<file path="src/rtl/shift_arbiter.sv">
`default_nettype none
// ============================================================================
//  Module   : shift_arbiter
//  Purpose  : Sequencing controller and two-requester round-robin arbiter for
//             a shared 32-bit combinational left barrel shifter. Logical right,
//             arithmetic right and rotate-left operations are built from the
//             left-only shifter using bit reversal, inversion and a second
//             pass. Results come back tagged with the owning requester over a
//             valid/ready response channel.
//  Revision : 1.0 - initial release
// ----------------------------------------------------------------------------
//  Parameters
//    FIRST_GRANT   requester that wins the first simultaneous contention
//                  after reset (0 or 1)
//  Ports
//    clock, reset_n             system clock (rising edge), async active-low reset
//    req{0,1}_valid / _ready    request handshake per requester
//    req{0,1}_data/_shamt/_op   operand, shift amount, op (0 SLL,1 SRL,2 SRA,3 ROL)
//    sh_data, sh_shamt          drive to the shared shifter inputs
//    sh_result                  shared shifter combinational output
//    resp_valid / resp_ready    response handshake
//    resp_id, resp_result       owning requester and shift result
//    busy                       high whenever the controller is not idle
// ============================================================================
module shift_arbiter #(
    parameter int FIRST_GRANT = 0
) (
    input  logic        clock,
    input  logic        reset_n,

    input  logic        req0_valid,
    output logic        req0_ready,
    input  logic [31:0] req0_data,
    input  logic [4:0]  req0_shamt,
    input  logic [1:0]  req0_op,

    input  logic        req1_valid,
    output logic        req1_ready,
    input  logic [31:0] req1_data,
    input  logic [4:0]  req1_shamt,
    input  logic [1:0]  req1_op,

    output logic [31:0] sh_data,
    output logic [4:0]  sh_shamt,
    input  logic [31:0] sh_result,

    output logic        resp_valid,
    input  logic        resp_ready,
    output logic        resp_id,
    output logic [31:0] resp_result,
    output logic        busy
);

    // ------------------------------------------------------------------------
    // Constants and state encoding
    // ------------------------------------------------------------------------
    localparam logic [1:0] c_op_sll = 2'd0;
    localparam logic [1:0] c_op_srl = 2'd1;
    localparam logic [1:0] c_op_sra = 2'd2;
    localparam logic [1:0] c_op_rol = 2'd3;

    localparam logic c_first_grant = (FIRST_GRANT != 0);

    typedef enum logic [1:0] {
        ST_IDLE  = 2'd0,
        ST_PASS1 = 2'd1,
        ST_PASS2 = 2'd2,
        ST_RESP  = 2'd3
    } state_t;

    // Bit reversal: x[i] -> x[31-i]. Turns a left shift into a right shift.
    function automatic logic [31:0] f_rev(input logic [31:0] x);
        logic [31:0] y;
        for (int i = 0; i < 32; i++) begin
            y[i] = x[31-i];
        end
        return y;
    endfunction

    // ------------------------------------------------------------------------
    // Registers
    // ------------------------------------------------------------------------
    state_t      r_state;
    state_t      w_next_state;

    logic [31:0] r_data;
    logic [4:0]  r_shamt;
    logic [1:0]  r_op;
    logic        r_id;
    logic        r_last_grant;
    logic [31:0] r_partial;
    logic [31:0] r_result;
    logic [31:0] r_sh_data_hold;
    logic [4:0]  r_sh_shamt_hold;

    // ------------------------------------------------------------------------
    // Combinational signals
    // ------------------------------------------------------------------------
    logic        w_grant;
    logic        w_accept;
    logic        w_sra_neg;
    logic [31:0] w_pass1_result;

    // ------------------------------------------------------------------------
    // Round-robin grant. On contention the requester that was not served
    // last wins; a lone requester always wins.
    // ------------------------------------------------------------------------
    always_comb begin
        w_grant = 1'b0;
        if (req0_valid && req1_valid) begin
            w_grant = ~r_last_grant;
        end else if (req1_valid) begin
            w_grant = 1'b1;
        end
    end

    assign w_accept   = (r_state == ST_IDLE) && (req0_valid || req1_valid);
    assign req0_ready = (r_state == ST_IDLE) && req0_valid && !w_grant;
    assign req1_ready = (r_state == ST_IDLE) && req1_valid &&  w_grant;

    // Arithmetic right shift of a negative operand: shift the complement in
    // with zeros, then complement the result so the vacated bits become ones.
    assign w_sra_neg = (r_op == c_op_sra) && r_data[31];

    // ------------------------------------------------------------------------
    // Shared shifter drive. Outside the two pass states the last driven
    // values are held so the shifter inputs do not toggle needlessly.
    // ------------------------------------------------------------------------
    always_comb begin
        sh_data  = r_sh_data_hold;
        sh_shamt = r_sh_shamt_hold;
        case (r_state)
            ST_PASS1: begin
                sh_shamt = r_shamt;
                case (r_op)
                    c_op_srl: sh_data = f_rev(r_data);
                    c_op_sra: sh_data = w_sra_neg ? f_rev(~r_data) : f_rev(r_data);
                    default:  sh_data = r_data;            // SLL and ROL
                endcase
            end
            ST_PASS2: begin
                // Second rotate pass recovers the bits shifted out on the left:
                // rev(rev(d) << (32-s)) == d >> (32-s). 32-s fits in 5 bits
                // because this pass only runs for s in 1..31.
                sh_data  = f_rev(r_data);
                sh_shamt = 5'd0 - r_shamt;
            end
            default: begin
            end
        endcase
    end

    // First-pass result mapping back out of the left-shift domain.
    always_comb begin
        w_pass1_result = sh_result;
        case (r_op)
            c_op_srl: w_pass1_result = f_rev(sh_result);
            c_op_sra: w_pass1_result = w_sra_neg ? ~f_rev(sh_result) : f_rev(sh_result);
            default:  w_pass1_result = sh_result;          // SLL and ROL
        endcase
    end

    // ------------------------------------------------------------------------
    // FSM: state register
    // ------------------------------------------------------------------------
    always_ff @(posedge clock or negedge reset_n) begin
        if (!reset_n) begin
            r_state <= ST_IDLE;
        end else begin
            r_state <= w_next_state;
        end
    end

    // ------------------------------------------------------------------------
    // FSM: next-state logic
    // ------------------------------------------------------------------------
    always_comb begin
        w_next_state = r_state;
        case (r_state)
            ST_IDLE: begin
                if (w_accept) begin
                    w_next_state = ST_PASS1;
                end
            end
            ST_PASS1: begin
                // A rotate by zero is complete after the first pass.
                if ((r_op == c_op_rol) && (r_shamt != 5'd0)) begin
                    w_next_state = ST_PASS2;
                end else begin
                    w_next_state = ST_RESP;
                end
            end
            ST_PASS2: begin
                w_next_state = ST_RESP;
            end
            ST_RESP: begin
                if (resp_ready) begin
                    w_next_state = ST_IDLE;
                end
            end
            default: begin
                w_next_state = ST_IDLE;
            end
        endcase
    end

    // ------------------------------------------------------------------------
    // Datapath registers
    // ------------------------------------------------------------------------
    always_ff @(posedge clock or negedge reset_n) begin
        if (!reset_n) begin
            r_data          <= '0;
            r_shamt         <= '0;
            r_op            <= '0;
            r_id            <= 1'b0;
            r_last_grant    <= ~c_first_grant;
            r_partial       <= '0;
            r_result        <= '0;
            r_sh_data_hold  <= '0;
            r_sh_shamt_hold <= '0;
        end else begin
            if (w_accept) begin
                r_data       <= w_grant ? req1_data  : req0_data;
                r_shamt      <= w_grant ? req1_shamt : req0_shamt;
                r_op         <= w_grant ? req1_op    : req0_op;
                r_id         <= w_grant;
                r_last_grant <= w_grant;
            end

            if ((r_state == ST_PASS1) || (r_state == ST_PASS2)) begin
                r_sh_data_hold  <= sh_data;
                r_sh_shamt_hold <= sh_shamt;
            end

            if (r_state == ST_PASS1) begin
                // For a rotate the first pass is the left-shifted half; it
                // also serves as the final result when the amount is zero.
                r_partial <= sh_result;
                r_result  <= w_pass1_result;
            end

            if (r_state == ST_PASS2) begin
                r_result <= r_partial | f_rev(sh_result);
            end
        end
    end

    // ------------------------------------------------------------------------
    // Outputs
    // ------------------------------------------------------------------------
    assign resp_valid  = (r_state == ST_RESP);
    assign resp_id     = r_id;
    assign resp_result = r_result;
    assign busy        = (r_state != ST_IDLE);

endmodule
`default_nettype wire

</file>
<file path="config.mk">
export PLATFORM = sky130hd
export DESIGN_NAME = shift_arbiter
export DESIGN_NICKNAME = d
export VERILOG_FILES = /design/src/rtl/shift_arbiter.sv
export SDC_FILE = /design/constraint.sdc
export NUM_CORES = 1
export LEC_CHECK = 0
export ABC_AREA = 1
export CAP_MARGIN = 20
export CORE_MARGIN = 4
export CORE_UTILIZATION = 30
export CTS_CLUSTER_DIAMETER = 80
export DETAILED_ROUTE_END_ITERATION = 6
export GPL_TIMING_DRIVEN = 0
export PLACE_DENSITY = 0.54
export SYNTH_ARGS = -nofsm -noshare
export SYNTH_HDL_FRONTEND = slang
export SYNTH_SLANG_ARGS = --single-unit
</file>
<file path="constraint.sdc">
create_clock -name clock -period 3.35 [get_ports clock]
set_input_delay 0.5025 -clock clock [delete_from_list [all_inputs] [get_ports clock]]
set_output_delay 0.5025 -clock clock [all_outputs]
set_load 0.03 [all_outputs]
</file>
# Yosys cells after proc, flatten, opt, wreduce, memory -nomap -nowiden
# Cells that the tools add are included.
# word_totals
output_inout_bits,74
register_bits,144
inputBits,115
elab_cells,56
# op_classes
n_eq_ne,8
bitwise_logic,4
n_addsub,1
mux,17
n_reduce_logical,16
# op_table
cell,n
32-bit case mux with 2 select lines,3
32-bit two-way mux,5
32-bit inverter,2
32-bit bitwise OR,1
5-bit case mux with 2 select lines,1
2-bit == test (second input constant),4
1-bit logical AND,8
2-bit case mux with 4 select lines,1
2-bit two-way mux,3
5-bit two-way mux,1
5-bit nonzero test,1
1-bit by 5-bit subtractor with 5-bit output (first input constant),1
2-bit by 1-bit == test with 1-bit output (second input constant),2
2-bit nonzero test,2
1-bit two-way mux,3
2-bit zero test,1
1-bit logical OR,2
2-bit by 1-bit inequality test with 1-bit output (second input constant),1
2-bit inequality test (second input constant),1
2-bit AND reduction,1
1-bit zero test,1
1-bit inverter,1

# Longest topological paths before layout
# Gate-level depths: netlist of run 1.
# depth
depth_word,6
ltp_mapped,11
mapped_depth_nobuf,9

# Worst setup path before layout of run 1
# No wires, ideal clock.
# synth_timing
path_type,reg-to-output
from,register r_state[0]
to,output sh_data[10]
required_ns,2.847
path_stages_with_launch,8
arrival_time_ns,1.824
setup_slack_ns,1.024
cell_sequence,dfrtp_1 -> inv_1 -> ha_1 -> buf_2 -> inv_2 -> clkbuf_1 -> a21oi_1 -> a21oi_1
# synth_via
elab_chain_cells,2
word_cells_on_any_way,3
# synth_lines
element,line_no,text
"start, declared",83,state_t r_state;
"start signal, assigned",170,r_state <= w_next_state;
2-bit == test or 2-bit by 1-bit == test with 1-bit output (tied branches),132,case (r_state)
32-bit case mux with 2 select lines *,132,
"end, declared",43,"output logic [31:0] sh_data,"
# Mark *: on every way between the ends. The rest lies on a longest branch, timed or not.

# Final worst setup path of run 1
# layout_timing
from,register r_state[0]
to,output sh_data[8]
# The elaborated chain is that of the path after synthesis.

==> results of run 1 <==
[registers in the layout, indices dropped and copies added, names as in the netlist]
name / flops
r_sh_shamt_hold: 5
r_last_grant: 1
resp_result: 32
r_partial: 32
r_data: 32
r_shamt: 5
r_state: 2
resp_id: 1
r_sh_data_hold: 32
r_op: 2
[area by class of cell]
type,count,area share
timing repair buffer,189,0.160
sequential,144,0.309
multi-input combinational,905,0.359
inverter,118,0.0383
tap,384,0.0412
clock buffer,17,0.0365
clock inverter,15,0.0142
buffer,91,0.0408
[layer usage]
metal | vias to the layer above | routed length [um] | global-route usage
li1 | 4540 | - | -
met1 | 4462 | 15600 | 0.292
met2 | 350 | 15300 | 0.328
met3 | 48 | 2200 | 0.0460
met4 | 0 | 869 | 0.0700
met5 | - | 0 | 0
[cell families (layout without fill, tap and decap cells)]
kind of cell             Yosys count  in the layout  share of synthesized area
AO/OA/AOI/OAI                    371            371                      0.229
AND/OR/NAND/NOR                  524            524                      0.238
flip-flops                       144            144                      0.415
adder cells (fa/ha/maj)           10             10                     0.0144
buffers and inverters            209            430                      0.104
[per-stage QoR]
stage	area [sq um]	instances	worst slack [ns]	TNS (ns)
4_1_cts	11600	1863	0.00595	0
3_5_place_dp	11100	1831	0.0635	0
3_3_place_gp	11100	1830	-4.61	-658.15
6_report	11600	1863	0.140	0
5_1_grt	11600	1863	0.000194	0
2_1_floorplan	8690	1258	1.02	0
[cell usage in the layout (no fill, tap or decap), types with 2 or more instances in the layout]
| cell | synthesis | layout |
|---|---|---|
| a21oi_1 | 211 | 211 |
| a21oi_2 | 10 | 10 |
| a31oi_1 | 27 | 27 |
| buf_1 | 5 | 4 |
| buf_2 | 50 | 50 |
| buf_4 | 7 | 8 |
| buf_6 | 4 | 5 |
| clkbuf_1 | 25 | 16 |
| clkbuf_16 | 0 | 17 |
| clkbuf_2 | 0 | 11 |
| clkdlybuf4s50_1 | 0 | 151 |
| clkinvlp_4 | 0 | 2 |
| dfrtp_1 | 143 | 143 |
| dlygate4sd2_1 | 0 | 31 |
| dlymetal6s2s_1 | 0 | 3 |
| ha_1 | 10 | 10 |
| inv_1 | 110 | 110 |
| inv_2 | 6 | 6 |
| inv_6 | 0 | 7 |
| inv_8 | 0 | 3 |
| nand2_1 | 370 | 370 |
| nand2_2 | 2 | 2 |
| nand3_1 | 67 | 67 |
| nor2_1 | 82 | 82 |
| o21ai_0 | 56 | 56 |
| o21ai_1 | 27 | 27 |
| o22ai_1 | 38 | 38 |
[worst max path at each step]
stage / end / cells after the start / startpoint
detailed placement: sh_data[5] / 8 / r_state[0]
finish: sh_data[8] / 8 / r_state[0]
CTS: sh_shamt[4] / 8 / r_state[0]
global placement: r_sh_data_hold[15] / 1 / reset_n
global route: sh_data[31] / 8 / r_state[0]
floorplan: sh_data[10] / 7 / r_state[0]
[worst max-delay path, cell delays in order (launching register included)]
cell	delay (ns)
dfrtp_1	0.40
inv_1	0.10
ha_1	0.29
buf_2	0.16
inv_2	0.16
clkbuf_2	0.33
a21oi_1	0.10
a21oi_1	0.29
dlygate4sd2_1	0.45
[repair_timing]
action / CTS / global route
setup buffers: 0 / 0
gates resized for setup: 43 / 9
setup endpoints to repair: 35 / 6
hold buffers: 0 / 0
==> impl_metrics.py, run 1 <==
metrics = {
    "status": {
        "status": "complete, no violations",
    },
    "global_route": {
        "grt_pass1_vias": 9105,
        "grt_antenna_before_repair": 0,
        "grt_usage": 0.211,
        "grt_overflow_total": 0,
        "grt_pass1_wl_um": 51600,
        "grt_max_degree": 86,
    },
    "clock_network": {
        "cts_buffers": 17,
        "clkSlewWorstSetupHoldPaths_ns": 0.07,
        "cts_buffer_depth": 2,
        "clockRootBuffer": "clkbuf_16",
        "cts_tree": "yes",
        "cts.sinks": 144,
        "htreeDepth": 4,
        "clkLatencyLatePin_ns": 0.45,
    },
    "yosys": {
        "synth_area_per_cell_sq_um": 6.91,
        "yosys_most_used_dff": "dfrtp_1",
        "syn_area_sq_um": 8690,
        "synthArstFlopShare": 1.00,
        "synth_edf_count": 0,
        "yosysTopAreaCell": "dfrtp_1",
        "synth.area.top_cells": "dfrtp_1 41%, nand2_1 16%, a21oi_1 12%, inv_1 4.7%, nand3_1 3.9%",
        "ys_top_cells_by_count": "370 x nand2_1, 211 x a21oi_1, 143 x dfrtp_1, 110 x inv_1, 82 x nor2_1",
        "ys_seq_elements": 144,
        "yosysTopAreaCellShare": 0.412,
        "synth.distinct_cells": 27,
        "syn_inst": 1258,
        "synth_nets": 1383,
        "ys_seq_area_frac": 0.415,
        "yosys_warnings": 0,
        "yosysMostFrequentCell": "nand2_1",
    },
    "drt": {
        "drtPass1Iterations": 5,
        "drc": 0,
        "routedWlPerCell_um": 18.2,
        "vias_per_cell": 5.05,
        "drtIter0Drc": 825,
        "vias": 9400,
        "ant_nets": 0,
        "totalWireLength_um": 34000,
    },
    "place": {
        "dpl.hpwl_um": 24500,
        "gp_congestion": 0.872,
        "io_buffers": 188,
    },
    "worst_setup_path": {
        "crit_path_max_fanout": 10,
        "endpoint_kind": "output pin",
        "worst-endpoint-required_ns": 2.85,
        "crit_type": "flip-flop to output pin",
        "cp_data_arrival_time_ns": 2.71,
        "start_kind": "flip-flop",
        "r2r_cells": 8,
        "r2r_end": "resp_result[29]",
        "reg2reg_from": "r_state[0]",
        "rrSetupSlack_ns": 1.22,
    },
    "sta": {
        "fin_crit_sh": 0.958,
        "skew_ns": 0.0211,
        "finalWorstPathRequiredPeriod_ns": 3.21,
        "finalMaxSlewViolations": 0,
        "finalHoldViolCount": 0,
        "max-slew-margin-rel": 0.443,
        "rsz0062_at_grt": "no",
        "setup_viol": 0,
        "hold_slack_ns": 0.135,
        "worst_pin_slew_ns": 0.836,
        "clock.fmax_mhz": 312,
    },
    "cells_and_area": {
        "regArea_sq_um": 3600,
        "fillers": 2984,
        "antenna_cells": 0,
        "fin_util": 0.407,
        "layout.nets": 1591,
        "area_growth_pct": 34.0,
        "drive_gt1_frac": 0.0886,
        "multi_input_area_sq_um": 4180,
    },
    "floorplan": {
        "ioPinCount": 189,
        "die_w_um": 178,
        "die-area_sq_um": 31800,
        "rows": 62,
        "start_util": 0.304,
        "core_area_sq_um": 28600,
        "die_h_um": 178,
    },
    "job": {
        "maxCapViolCount": 0,
    },
    "hold_path": {
        "hold_class": "input pin to async pin",
    },
}
Power of run 1 is not shown: default switching activity piles up to over one toggle a cycle in this logic, so the estimate is an artifact.
==> run 2, diff against run 1 <==
--- a/config.mk
+++ b/config.mk
@@ -13,6 +13,7 @@
 export DETAILED_ROUTE_END_ITERATION = 6
 export GPL_TIMING_DRIVEN = 0
 export PLACE_DENSITY = 0.54
+export REMOVE_ABC_BUFFERS = 1
 export SYNTH_ARGS = -nofsm -noshare
 export SYNTH_HDL_FRONTEND = slang
 export SYNTH_SLANG_ARGS = --single-unit
==> run 2 against run 1 <==
Clock skew fell by 0.010 ns. Register-to-register slack improved by 0.11 ns. Fmax rose by 1.4%. Global-route usage fell by 2.4 points. Final cell count fell by 3.9%. Via count fell by 5.6%. Design area rose by 0.49%. Sequential share of layout area fell by 0.12 points.
==> impl_metrics.py, run 2 (same netlist as run 1, synthesis figures left out) <==
metrics = {
    "status": {
        "status": "complete, no violations",
    },
    "clock_network": {
        "cts.sinks": 144,
        "clockRootBuffer": "clkbuf_16",
        "clkSlewWorstSetupHoldPaths_ns": 0.07,
        "clkLatencyLatePin_ns": 0.42,
        "cts_buffer_depth": 2,
        "cts_tree": "yes",
        "htreeDepth": 4,
        "cts_buffers": 17,
    },
    "worst_setup_path": {
        "crit_family": "buffers and inverters",
        "cp_common_cell": "clkdlybuf4s50_1",
        "r2r_end": "r_data[12]",
        "r2r_cells": 8,
        "worst-endpoint-required_ns": 2.85,
        "crit_slowest_cell": "clkdlybuf4s50_1",
        "crit_path_max_fanout": 40,
        "crit_type": "input pin to output pin",
        "worstPathCellList": "clkdlybuf4s50_1 -> nand2_1 -> nand2_2 -> inv_2 -> nor3_1 -> clkdlybuf4s50_1",
        "cp_data_arrival_time_ns": 2.66,
        "path_buf_inv": 3,
        "cpPeakStageDelay_ns": 0.71,
        "rrSetupSlack_ns": 1.33,
        "endpoint_kind": "output pin",
        "reg2reg_from": "r_state[0]",
        "start_kind": "input pin",
    },
    "sta": {
        "worst_pin_slew_ns": 0.828,
        "max-slew-margin-rel": 0.447,
        "finalWorstPathRequiredPeriod_ns": 3.16,
        "fin_crit_sh": 0.945,
        "skew_ns": 0.0111,
        "rsz0062_at_grt": "no",
        "clock.fmax_mhz": 316,
        "finalHoldViolCount": 0,
        "hold_slack_ns": 0.478,
        "setup_viol": 0,
        "finalMaxSlewViolations": 0,
    },
    "drt": {
        "drc": 0,
        "routedWlPerCell_um": 16.5,
        "vias": 8873,
        "ant_nets": 0,
        "vias_per_cell": 4.96,
        "drtIter0Drc": 450,
        "drtPass1Iterations": 5,
        "totalWireLength_um": 29500,
    },
    "floorplan": {
        "die-area_sq_um": 31800,
        "ioPinCount": 189,
        "die_w_um": 178,
        "core_area_sq_um": 28600,
        "die_h_um": 178,
        "start_util": 0.304,
        "rows": 62,
    },
    "hold_path": {
        "hp-start": "resp_result[6]",
        "holdPathStages": 2,
        "hold_class": "flip-flop to flip-flop",
        "whs_endpoint": "resp_result[6]",
    },
    "job": {
        "maxCapViolCount": 0,
    },
    "global_route": {
        "grt_util_met1": 0.242,
        "grt_antenna_before_repair": 3,
        "grt_pass1_vias": 8690,
        "grt_pass1_wl_um": 47200,
        "grt_max_degree": 91,
        "use_met2": 0.309,
        "grt_usage": 0.187,
        "grt-busiest-layer": "met2",
        "grt_overflow_total": 0,
        "use_met3": 0.0545,
    },
    "cells_and_area": {
        "layout.nets": 1518,
        "area_growth_pct": 34.7,
        "layout_commonest_cell": "nand2_1",
        "final_cell_mix": "369 x nand2_1, 211 x a21oi_1, 150 x clkdlybuf4s50_1",
        "fillers": 2970,
        "drive_gt1_frac": 0.0597,
        "antenna_cells": 0,
    },
    "place": {
        "dpl.hpwl_um": 17700,
        "gp_congestion": 0.748,
        "io_buffers": 188,
    },
}
-- run 2: changes by cell type in the layout (fill, tap and decap cells not counted), moves of 3 or more --
cell           change
buf_1              -4
buf_12             +4
buf_16             +6
buf_2             -50
buf_4              -5
buf_6              -5
buf_8              +4
bufinv_16          +4
clkbuf_1          -15
clkbuf_2          -10
dlygate4sd2_1      +3
ha_1               -6
ha_4               +5
inv_6              -5
-- run 2: worst min-delay path: stages (launching register included) --
cell and delay [ns]:
dfrtp_1 0.34, nand2_1 0.05, nand2_1 0.05
-- run 2: stage by stage --
step                      utilization  setup slack (ns)  instance area, sq um  instances  setup TNS (ns)
after floorplan                     -            -0.500                  8230       1167          -11.21
after global routing            0.409           0.00797                 11700       1790               0
final                           0.409             0.185                 11700       1790               0
after detailed placement        0.380            -0.449                 10900       1749           -9.56
after global placement          0.370             -4.81                 10600       1739         -890.08
after CTS                       0.409           -0.0474                 11700       1790         -0.0474
-- run 2: timing repair --
action,CTS,global route
resized for setup,49,4
gates cloned,1,0
hold buffers,1,0
pin swaps,3,0
setup buffers,7,0
endpoints found under the setup margin,37,3
hold endpoints to repair,1,0
-- run 2: routing by layer --
| metal | wire length (um) | vias to the layer above |
|---|---|---|
| li1 | - | 4386 |
| met1 | 13300 | 4189 |
| met2 | 13500 | 257 |
| met3 | 2280 | 35 |
| met4 | 369 | 6 |
| met5 | 53 | - |
-- run 2: worst max path at each step --
stage | start | end | cells past startpoint
finish | req0_valid | req0_ready | 6
CTS | r_op[0] | sh_data[23] | 8
global route | r_op[0] | sh_data[29] | 8
detailed placement | r_op[1] | sh_data[31] | 9
floorplan | r_state[0] | sh_shamt[3] | 4
global placement | reset_n | r_sh_data_hold[8] | 1
-- run 2: final cells by class --
class / count / area [sq um] / area share
Clock buffer: 19 / 443 / 0.0378
Clock inverter: 13 / 210 / 0.0180
Inverter: 118 / 468 / 0.0400
Multi-Input combinational cell: 905 / 4270 / 0.365
Sequential cell: 144 / 3610 / 0.308
Tap cell: 384 / 480 / 0.0410
Timing Repair Buffer: 207 / 2220 / 0.190
Power of run 2 is left out for the same reason.
==> run 3, diff against run 2 <==
--- a/config.mk
+++ b/config.mk
@@ -13,7 +13,6 @@
 export DETAILED_ROUTE_END_ITERATION = 6
 export GPL_TIMING_DRIVEN = 0
 export PLACE_DENSITY = 0.54
-export REMOVE_ABC_BUFFERS = 1
 export SYNTH_ARGS = -nofsm -noshare
 export SYNTH_HDL_FRONTEND = slang
 export SYNTH_SLANG_ARGS = --single-unit
==> results of run 3 <==
The final DEF is identical to that of run 1; final timing and power are the same.
Power of run 3 is left out for the same reason.
